File: src/rtl/spi_proto_pkg.sv
// Shared SPI protocol constants: checksum seed, error codes,
// command bytes and the receive framer state encoding.
package spi_proto_pkg;

    localparam logic [7:0] SUM_SEED = 8'hCC;

    localparam logic [2:0] ERR_NONE    = 3'd0;
    localparam logic [2:0] ERR_SUM     = 3'd1;
    localparam logic [2:0] ERR_LEN     = 3'd2;
    localparam logic [2:0] ERR_TRUNC   = 3'd3;
    localparam logic [2:0] ERR_OVERRUN = 3'd4;
    localparam logic [2:0] ERR_TRAIL   = 3'd5;

    localparam logic [7:0] CMD_STATUS = 8'h01;
    localparam logic [7:0] CMD_RGBLED = 8'h02;

    typedef enum logic [2:0] {
        S_LEN,
        S_DATA,
        S_SUM,
        S_DONE,
        S_DROP
    } state_e;

endpackage

File: src/rtl/spi_frame_buf.sv
// Payload buffer: 2**ADDR_W x 8 RAM, single write port, registered read.
// Ports: clk, rst (sync, clears rdata only), we/waddr/wdata, raddr -> rdata.
module spi_frame_buf #(
    parameter int ADDR_W = 5
) (
    input  logic              clk,
    input  logic              rst,
    input  logic              we,
    input  logic [ADDR_W-1:0] waddr,
    input  logic [7:0]        wdata,
    input  logic [ADDR_W-1:0] raddr,
    output logic [7:0]        rdata
);

    logic [7:0] mem_q [2**ADDR_W];
    logic [7:0] rdata_q;
    logic [7:0] rdata_d;

    always_ff @(posedge clk) begin
        if (we) begin
            mem_q[waddr] <= wdata;
        end
    end

    always_comb begin
        rdata_d = mem_q[raddr];
    end

    always_ff @(posedge clk) begin
        if (rst) begin
            rdata_q <= 8'h00;
        end else begin
            rdata_q <= rdata_d;
        end
    end

    assign rdata = rdata_q;

endmodule

File: src/rtl/spi_rx_framer.sv
// Parses received SPI bytes (LEN, payload, SUM) into checked frames.
// Ports: rx_valid/rx_data/rx_end in; frame_valid/frame_err pulses,
// err_code/err_sticky status, held frame (cmd, len, lock, rd port), busy.
module spi_rx_framer
    import spi_proto_pkg::*;
#(
    parameter int MAX_LEN = 32,
    parameter int ADDR_W  = 5
) (
    input  logic              clk_in,
    input  logic              rst,
    input  logic              rx_valid,
    input  logic [7:0]        rx_data,
    input  logic              rx_end,
    output logic              frame_valid,
    output logic              frame_err,
    output logic [2:0]        err_code,
    output logic              err_sticky,
    input  logic              err_clr,
    output logic [7:0]        frame_cmd,
    output logic [7:0]        frame_len,
    output logic              locked,
    input  logic              frame_ack,
    input  logic [ADDR_W-1:0] rd_addr,
    output logic [7:0]        rd_data,
    output logic              busy
);

    localparam logic [7:0] MAX_LEN_B = 8'(MAX_LEN);

    state_e     state_q, state_d;
    logic [7:0] len_q, len_d;
    logic [7:0] cnt_q, cnt_d;
    logic [7:0] sum_q, sum_d;
    logic       match_q, match_d;
    logic [2:0] pend_q, pend_d;
    logic [7:0] cmd_stage_q, cmd_stage_d;
    logic       frame_valid_q, frame_valid_d;
    logic       frame_err_q, frame_err_d;
    logic [2:0] err_code_q, err_code_d;
    logic       err_sticky_q, err_sticky_d;
    logic       locked_q, locked_d;
    logic [7:0] frame_cmd_q, frame_cmd_d;
    logic [7:0] frame_len_q, frame_len_d;
    logic [2:0] err_new;
    logic       buf_we;

    always_comb begin
        state_d       = state_q;
        len_d         = len_q;
        cnt_d         = cnt_q;
        sum_d         = sum_q;
        match_d       = match_q;
        pend_d        = pend_q;
        cmd_stage_d   = cmd_stage_q;
        frame_valid_d = 1'b0;
        frame_err_d   = 1'b0;
        err_code_d    = err_code_q;
        err_sticky_d  = err_sticky_q;
        locked_d      = locked_q;
        frame_cmd_d   = frame_cmd_q;
        frame_len_d   = frame_len_q;
        err_new       = ERR_NONE;
        buf_we        = 1'b0;

        // Byte handling first; end handling then sees the updated state.
        if (rx_valid) begin
            unique case (state_q)
                S_LEN: begin
                    if (locked_q) begin
                        state_d = S_DROP;
                        pend_d  = ERR_OVERRUN;
                    end else if (rx_data == 8'h00 || rx_data > MAX_LEN_B) begin
                        state_d = S_DROP;
                        pend_d  = ERR_LEN;
                    end else begin
                        len_d   = rx_data;
                        cnt_d   = 8'h00;
                        sum_d   = SUM_SEED ^ rx_data;
                        state_d = S_DATA;
                    end
                end
                S_DATA: begin
                    buf_we = !locked_q;
                    if (cnt_q == 8'h00) begin
                        cmd_stage_d = rx_data;
                    end
                    sum_d = sum_q ^ rx_data;
                    cnt_d = cnt_q + 8'd1;
                    if (cnt_q + 8'd1 == len_q) begin
                        state_d = S_SUM;
                    end
                end
                S_SUM: begin
                    match_d = (rx_data == sum_q);
                    state_d = S_DONE;
                end
                S_DONE: begin
                    state_d = S_DROP;
                    pend_d  = ERR_TRAIL;
                end
                default: begin
                end
            endcase
        end

        if (rx_end) begin
            unique case (state_d)
                S_DONE: begin
                    if (match_d) begin
                        frame_valid_d = 1'b1;
                    end else begin
                        frame_err_d = 1'b1;
                        err_new     = ERR_SUM;
                    end
                end
                S_DATA, S_SUM: begin
                    frame_err_d = 1'b1;
                    err_new     = ERR_TRUNC;
                end
                S_DROP: begin
                    frame_err_d = 1'b1;
                    err_new     = pend_d;
                end
                default: begin
                end
            endcase
            state_d = S_LEN;
        end

        // A rejection in the same cycle as err_clr must survive.
        if (err_clr) begin
            err_code_d   = ERR_NONE;
            err_sticky_d = 1'b0;
        end
        if (frame_err_d) begin
            err_code_d   = err_new;
            err_sticky_d = 1'b1;
        end

        if (frame_ack) begin
            locked_d = 1'b0;
        end
        if (frame_valid_d) begin
            locked_d    = 1'b1;
            frame_cmd_d = cmd_stage_d;
            frame_len_d = len_d;
        end
    end

    always_ff @(posedge clk_in) begin
        if (rst) begin
            state_q       <= S_LEN;
            len_q         <= 8'h00;
            cnt_q         <= 8'h00;
            sum_q         <= 8'h00;
            match_q       <= 1'b0;
            pend_q        <= ERR_NONE;
            cmd_stage_q   <= 8'h00;
            frame_valid_q <= 1'b0;
            frame_err_q   <= 1'b0;
            err_code_q    <= ERR_NONE;
            err_sticky_q  <= 1'b0;
            locked_q      <= 1'b0;
            frame_cmd_q   <= 8'h00;
            frame_len_q   <= 8'h00;
        end else begin
            state_q       <= state_d;
            len_q         <= len_d;
            cnt_q         <= cnt_d;
            sum_q         <= sum_d;
            match_q       <= match_d;
            pend_q        <= pend_d;
            cmd_stage_q   <= cmd_stage_d;
            frame_valid_q <= frame_valid_d;
            frame_err_q   <= frame_err_d;
            err_code_q    <= err_code_d;
            err_sticky_q  <= err_sticky_d;
            locked_q      <= locked_d;
            frame_cmd_q   <= frame_cmd_d;
            frame_len_q   <= frame_len_d;
        end
    end

    spi_frame_buf #(
        .ADDR_W(ADDR_W)
    ) u_buf (
        .clk  (clk_in),
        .rst  (rst),
        .we   (buf_we),
        .waddr(cnt_q[ADDR_W-1:0]),
        .wdata(rx_data),
        .raddr(rd_addr),
        .rdata(rd_data)
    );

    assign frame_valid = frame_valid_q;
    assign frame_err   = frame_err_q;
    assign err_code    = err_code_q;
    assign err_sticky  = err_sticky_q;
    assign locked      = locked_q;
    assign frame_cmd   = frame_cmd_q;
    assign frame_len   = frame_len_q;
    assign busy        = (state_q != S_LEN);

endmodule

File: config.mk
export PLATFORM = sky130hd
export DESIGN_NAME = spi_rx_framer
export DESIGN_NICKNAME = d
export VERILOG_FILES = /design/src/rtl/spi_proto_pkg.sv /design/src/rtl/spi_frame_buf.sv /design/src/rtl/spi_rx_framer.sv
export SDC_FILE = /design/constraint.sdc
export NUM_CORES = 1
export LEC_CHECK = 0
export ABC_CLOCK_PERIOD_IN_PS = 3400
export CAP_MARGIN = 40
export CORE_UTILIZATION = 40
export CTS_CLUSTER_DIAMETER = 60
export CTS_CLUSTER_SIZE = 20
export DETAILED_ROUTE_END_ITERATION = 10
export GPL_TIMING_DRIVEN = 0
export PLACE_DENSITY = 0.59
export REMOVE_ABC_BUFFERS = 1
export SLEW_MARGIN = 15
export SYNTH_ARGS = -nofsm -noshare
export SYNTH_HDL_FRONTEND = slang
export SYNTH_SLANG_ARGS = --single-unit
export TNS_END_PERCENT = 5
File: constraint.sdc
create_clock -name clk_in -period 3.4 [get_ports clk_in]
set_input_delay 0.68 -clock clk_in [delete_from_list [all_inputs] [get_ports clk_in]]
set_output_delay 0.68 -clock clk_in [all_outputs]
set_load 0.05 [all_outputs]
# ---- Word-level counts from Yosys, hierarchy flattened
# Memories as Yosys holds them, arrays and structs flattened. A register that Yosys moved wholly into a read port is not among the register bits.
# Index checks and enable logic that the tools add are counted.
# Widths: inputs -> output; s select.
dict set report totals {
  ff_bits 62
  mem_count 1
  ram_bits 256
  in_bits 19
  wordCells 86
}
# memory words word_bits read_ports rd_ports_with_merged_regs wr line
set mem_list {}
lappend mem_list {u_buf.mem_q 32 8 1 1 1 spi_frame_buf.sv:15} ;# logic [7:0] mem_q [2**ADDR_W];
dict set report op_classes {
  bitwise 2
  addsub 1
  muxes 43
  reduce_logical 13
  n_lt_le_gt_ge 1
  eq_ne 11
}
# op n
set op_table {}
lappend op_table {{$mux 8} 11}
lappend op_table {{$pmux 8 s2} 2}
lappend op_table {{$mux 3} 10}
lappend op_table {{$eq 8x8->1} 2}
lappend op_table {{$logic_not 8->1} 2}
lappend op_table {{$mux 1} 16}
lappend op_table {{$eq 3x2->1 const B} 4}
lappend op_table {{$pmux 3 s4} 1}
lappend op_table {{$pmux 3 s3} 1}
lappend op_table {{$add 8x1->8 const B} 1}
lappend op_table {{$gt 8x6->1 const B} 1}
lappend op_table {{$xor 8x8->8} 1}
lappend op_table {{$eq 3x1->1 const B} 2}
lappend op_table {{$pmux 3 s2} 1}
lappend op_table {{$reduce_bool 2->1} 3}
lappend op_table {{$ne 2x2->1 const B} 2}
lappend op_table {{$not 4->4} 1}
lappend op_table {{$reduce_and 4->1} 1}
lappend op_table {{$reduce_or 2->1} 2}
lappend op_table {{$eq 3x3->1 const B} 1}
lappend op_table {{$logic_not 3->1} 1}
lappend op_table {{$reduce_bool 3->1} 1}
lappend op_table {{$reduce_or 3->1} 1}
lappend op_table {{$pmux 1 s2} 1}
lappend op_table {{other kinds (2)} 2}

# ---- Longest topological paths before layout
dict set report logic_depth {
  ltp_word 11
  depth_mapped 13
  mapped_depth_nobuf 10
}

# ---- Modules after synthesis
# A second synthesis with hierarchy kept.
dict set report unflattened {
  cells_unflattened 864
  area_unflattened_um2 13767.0
}
# mod area_each_um2 n_inst seq_area_each_um2 cells_each
set modules_own_cells {}
lappend modules_own_cells {spi_frame_buf 10387.5 1 7847.5 472}
lappend modules_own_cells {spi_rx_framer 3379.5 1 1241.2 392}

# ---- Worst setup path before layout
# OpenSTA, ideal clock, no wires.
dict set report synth_timing {
  path_type {input -> register}
  start {in rx_data[3]}
  end {reg frame_cmd_q[0] (netlist: frame_cmd[0])}
  slack_ns 0.327
  arrival_ns 2.951
  cell_stages 11
  setup_ns 0.121
  cell_sequence {clkbuf_2 -> or4_4 -> or3_1 -> nand3_1 -> a21oi_1 -> o211a_2 -> nor3_4 -> and3_4 -> buf_8 -> buf_12 -> mux2_4}
}
dict set report synth_between {
  elab_chain_len 9
  word_cells_on_any_way 14
}
# item line
set synth_rtl {}
lappend synth_rtl {{start: declaration} spi_rx_framer.sv:13} ;# input logic [7:0] rx_data,
lappend synth_rtl {{$gt 8x6->1 / $logic_not 8->1 (equally long branches)} spi_rx_framer.sv:73} ;# end else if (rx_data == 8'h00 || rx_data > MAX_LEN_B) begin
lappend synth_rtl {{$logic_or 1x1->1} spi_rx_framer.sv:73}
lappend synth_rtl {{$mux 3} spi_rx_framer.sv:73}
lappend synth_rtl {{$mux 3} spi_rx_framer.sv:70} ;# if (locked_q) begin
lappend synth_rtl {{$pmux 3 s4} spi_rx_framer.sv:68} ;# unique case (state_q)
lappend synth_rtl {{$mux 3} spi_rx_framer.sv:67} ;# if (rx_valid) begin
lappend synth_rtl {{$eq 3x2->1} spi_rx_framer.sv:108} ;# unique case (state_d)
lappend synth_rtl {{$mux 1 (*)} spi_rx_framer.sv:108}
lappend synth_rtl {{$mux 1 (*)} spi_rx_framer.sv:107} ;# if (rx_end) begin
lappend synth_rtl {{end signal: assignment} spi_rx_framer.sv:180} ;# frame_cmd_q <= frame_cmd_d;
lappend synth_rtl {{end: declaration} spi_rx_framer.sv:43} ;# logic [7:0] frame_cmd_q, frame_cmd_d;
# Mark *: on every way between the ends. The rest lies on a longest branch, timed or not.
# A chain may end at the register's enable or synchronous reset.

# ---- Worst setup path after layout
dict set report layout_timing {
  start {reg cnt_q[0]}
  end {reg frame_cmd_q[7] (netlist: frame_cmd[7])}
}
dict set report layout_between {
  elab_chain_len 8
  word_cells_on_any_way 12
}
# item line
set layout_rtl {}
lappend layout_rtl {{start: declaration} spi_rx_framer.sv:33} ;# logic [7:0] cnt_q, cnt_d;
lappend layout_rtl {{start signal: assignment} spi_rx_framer.sv:170} ;# cnt_q <= cnt_d;
lappend layout_rtl {{$add 8x1->8} spi_rx_framer.sv:90} ;# if (cnt_q + 8'd1 == len_q) begin
lappend layout_rtl {{$eq 8x8->1} spi_rx_framer.sv:90}
lappend layout_rtl {{$mux 3} spi_rx_framer.sv:90}
lappend layout_rtl {{$pmux 3 s4} spi_rx_framer.sv:68}
lappend layout_rtl {{$mux 3} spi_rx_framer.sv:67}
lappend layout_rtl {{$eq 3x2->1} spi_rx_framer.sv:108}
lappend layout_rtl {{$mux 1} spi_rx_framer.sv:108}
lappend layout_rtl {{$mux 1} spi_rx_framer.sv:107}
# Several ways; a longest one is shown, not always the timed one.

==> metrics.cfg <==
[grt]
grt_pass1_wl_um=42400
grt_pass1_vias=6939
gr-total-overflow=0
antenna_found_initial=0
grt_max_degree=67
track_usage_pct=16.5

[synthesis]
ys_ff_latch=326
ys_warn_count=0
synth-main-ff-cell=edfxtp_1
synth_edf_count=256
ys_types=63
synth-async-reset-ratio_pct=0
syn_area_sq_mm=0.0133
syn_inst=808
ys_seq_area_share_pct=68.4
syn_area_per_cell_sq_um=16.5

[routing]
first_pass_iters=5
drc=0
wirelength_um=27500
vias=6971
drt_iter0_drc=677
ant_nets=0
vias_per_cell=5.33
drt-wirelength-per-cell_um=21.0

[floorplan]
dieArea_sq_mm=0.0340
chipHeight_um=184
initial_utilization_pct=40.8
io-pin-count=51
core_area_sq_mm=0.0326
die_x_um=184
rows=66

[clocking]
clkLatencyLatePin_ns=0.54
cts_max_path_buffers=3
cts_tree=done
cts_sinks=326
hold_buffers=0
h-tree-depth=1
cts_root_buf=clkbuf_16
cts_buffers=25
cts.reportedPaths.clkPinSlew_ns=0.08

[critical_path]
cp.required_ns=3.83
path_max_fanout=18
max_stage_delay_ns=0.44
worstSetupStartpointType=flip-flop
worstSetupPathType=reg2reg
reg2reg_slack_ns=0.22
path_cells=inv_1, ha_1, xor2_1, a211oi_1, o311ai_0, a31oi_1, a31oi_1, nor3_4, and3_4, buf_12, mux2_2
cp-end-kind=flip-flop
arrival_ns=3.60
cpMaxStageDelayCell=dfxtp_2
cp_common_cell=a31oi_1

[timing]
hold_viol=0
setup_viol=0
min_period_ns=3.18
rsz0062_at_grt=false
slew_viol_final=0
finalCritPeriodShare_pct=93.4
relSlewSlack_pct=39.4
fmax_ghz=0.315
holdWs_ns=0.481
fin_worst_skew_ns=0.0146
tightestPinTransition_ns=0.906

[finish]
layout_common_cells=256 x edfxtp_1, 84 x nor2_1, 80 x mux4_2
antenna_cells=0
syn_to_final_growth_pct=13.4
mostFrequentLayoutCell=edfxtp_1
layout.nets=869
ff_latch_area_sq_mm=0.00909
fillers=2787
layout-drive-gt1-share_pct=20.8
multi_input_area_sq_mm=0.00395

[worst_hold_path]
hold_path_class=reg2reg

[placed_design]
place.gp.congestion=0.776
port_buffers=50
hpwl_um=16800

[power]
leakage_nw=4.77
power.density_mw_per_mm2=518
power.total_mw=7.81
ir_drop_uv=324

[job]
cap_violations=0

[status]
status=finished clean

-- metal layers --
metal | GRT usage [%] | up-vias | routed length [um]
li1 | - | 3221 | -
met1 | 24.0 | 3561 | 12800
met2 | 26.5 | 158 | 13100
met3 | 2.23 | 31 | 1100
met4 | 3.60 | 0 | 510
met5 | 0 | - | 0
-- final timing paths --
check / start / endpoint / depth (start not counted)
max: cnt_q[0] / frame_cmd[7] / 11
min: err_code[2] / err_code[2] / 2
max reg2reg: cnt_q[0] / frame_cmd[7] / 11
min reg2reg: err_code[2] / err_code[2] / 2
-- power breakdown --
| part | total [mW] | internal (mW) | switching (mW) |
|---|---|---|---|
| logic | 0.441 | 0.174 | 0.267 |
| registers | 4.32 | 4.31 | 0.0120 |
| clock network | 3.05 | 1.57 | 1.48 |
-- worst max-delay path: cells and delay by family, from the launching register on --
kind	cells	cell delay (ns)
AO/OA/AOI/OAI	4	0.94
XOR/XNOR	1	0.17
adder cells (fa/ha/maj)	1	0.35
buffers and inverters	2	0.25
flip-flops	1	0.44
multiplexers	1	0.34
AND/OR/NAND/NOR	2	0.56
-- sequential cells by signal, indices dropped and copies added (netlist names) --
signal	count
err_sticky	1
frame_cmd	8
err_code	3
state_q	3
u_buf.rdata	8
match_q	1
frame_valid	1
frame_err	1
u_buf.mem_q	256
pend_q	3
sum_q	8
locked	1
len_q	8
cmd_stage_q	8
cnt_q	8
frame_len	8
-- cell type report --
type                    count  share of cell area, %
clock buffers              29                   4.25
clock inverters            17                   1.36
inverters                   9                  0.224
multi-input cells         421                   26.2
flip-flops and latches    326                   60.3
well taps                 442                   3.67
repair buffers             63                   4.02
-- cell usage after synthesis (4+ instances only) --
cell / number / area share [%]
a211oi_1: 7 / 0.40
a21oi_1: 27 / 1.0
a31oi_1: 4 / 0.19
buf_1: 10 / 0.28
buf_2: 6 / 0.23
clkbuf_1: 31 / 0.88
dfxtp_1: 70 / 11
edfxtp_1: 256 / 58
ha_1: 4 / 0.38
inv_1: 9 / 0.25
mux2_2: 8 / 0.68
mux2_4: 8 / 0.90
mux2i_1: 22 / 1.7
mux4_2: 80 / 14
nand2_1: 36 / 1.0
nand3_1: 7 / 0.26
nand4_1: 4 / 0.19
nor2_1: 84 / 2.4
nor2b_1: 22 / 1.0
nor3_1: 14 / 0.53
o211ai_1: 4 / 0.23
o21ai_0: 18 / 0.68
or3_1: 5 / 0.24
or4_1: 4 / 0.23
xnor2_1: 13 / 0.86
-- cells by family (layout without fill, tap and decap cells) --
group                      after synthesis  count (layout)  synth area share, %
adders and majority gates                4               4                0.377
AOI/OAI and AO/OA                       80              80                 3.77
DFF                                    326             326                 68.4
xor gates and xnor gates                16              16                 1.05
and+or+nand+nor                        203             203                 7.57
muxes                                  118             118                 16.8
buffers and inverters                   61             118                 2.06
-- through the flow --
stage	instance area, sq um	cells	TNS [ns]	util [%]	setup WS [ns]
after floorplan	13100	756	0	-	0.463
after global placement	14100	1248	-109.93	43.2	-3.27
after detailed placement	14200	1257	-23.57	43.5	-0.292
after CTS	15000	1304	0	46.1	0.0436
after global routing	15100	1307	0	46.2	0.0372
final	15100	1307	0	46.2	0.225
-- what timing repair did --
item / 4_1_cts / 5_1_grt
gates resized for setup: 3 / 4
setup endpoints to repair: 16 / 17
hold endpoints to repair: 0 / 0
buffers inserted: 1 / 1
cloned: 0 / 0
pin swaps: 1 / 0
Power figures use the tool's default switching activity.
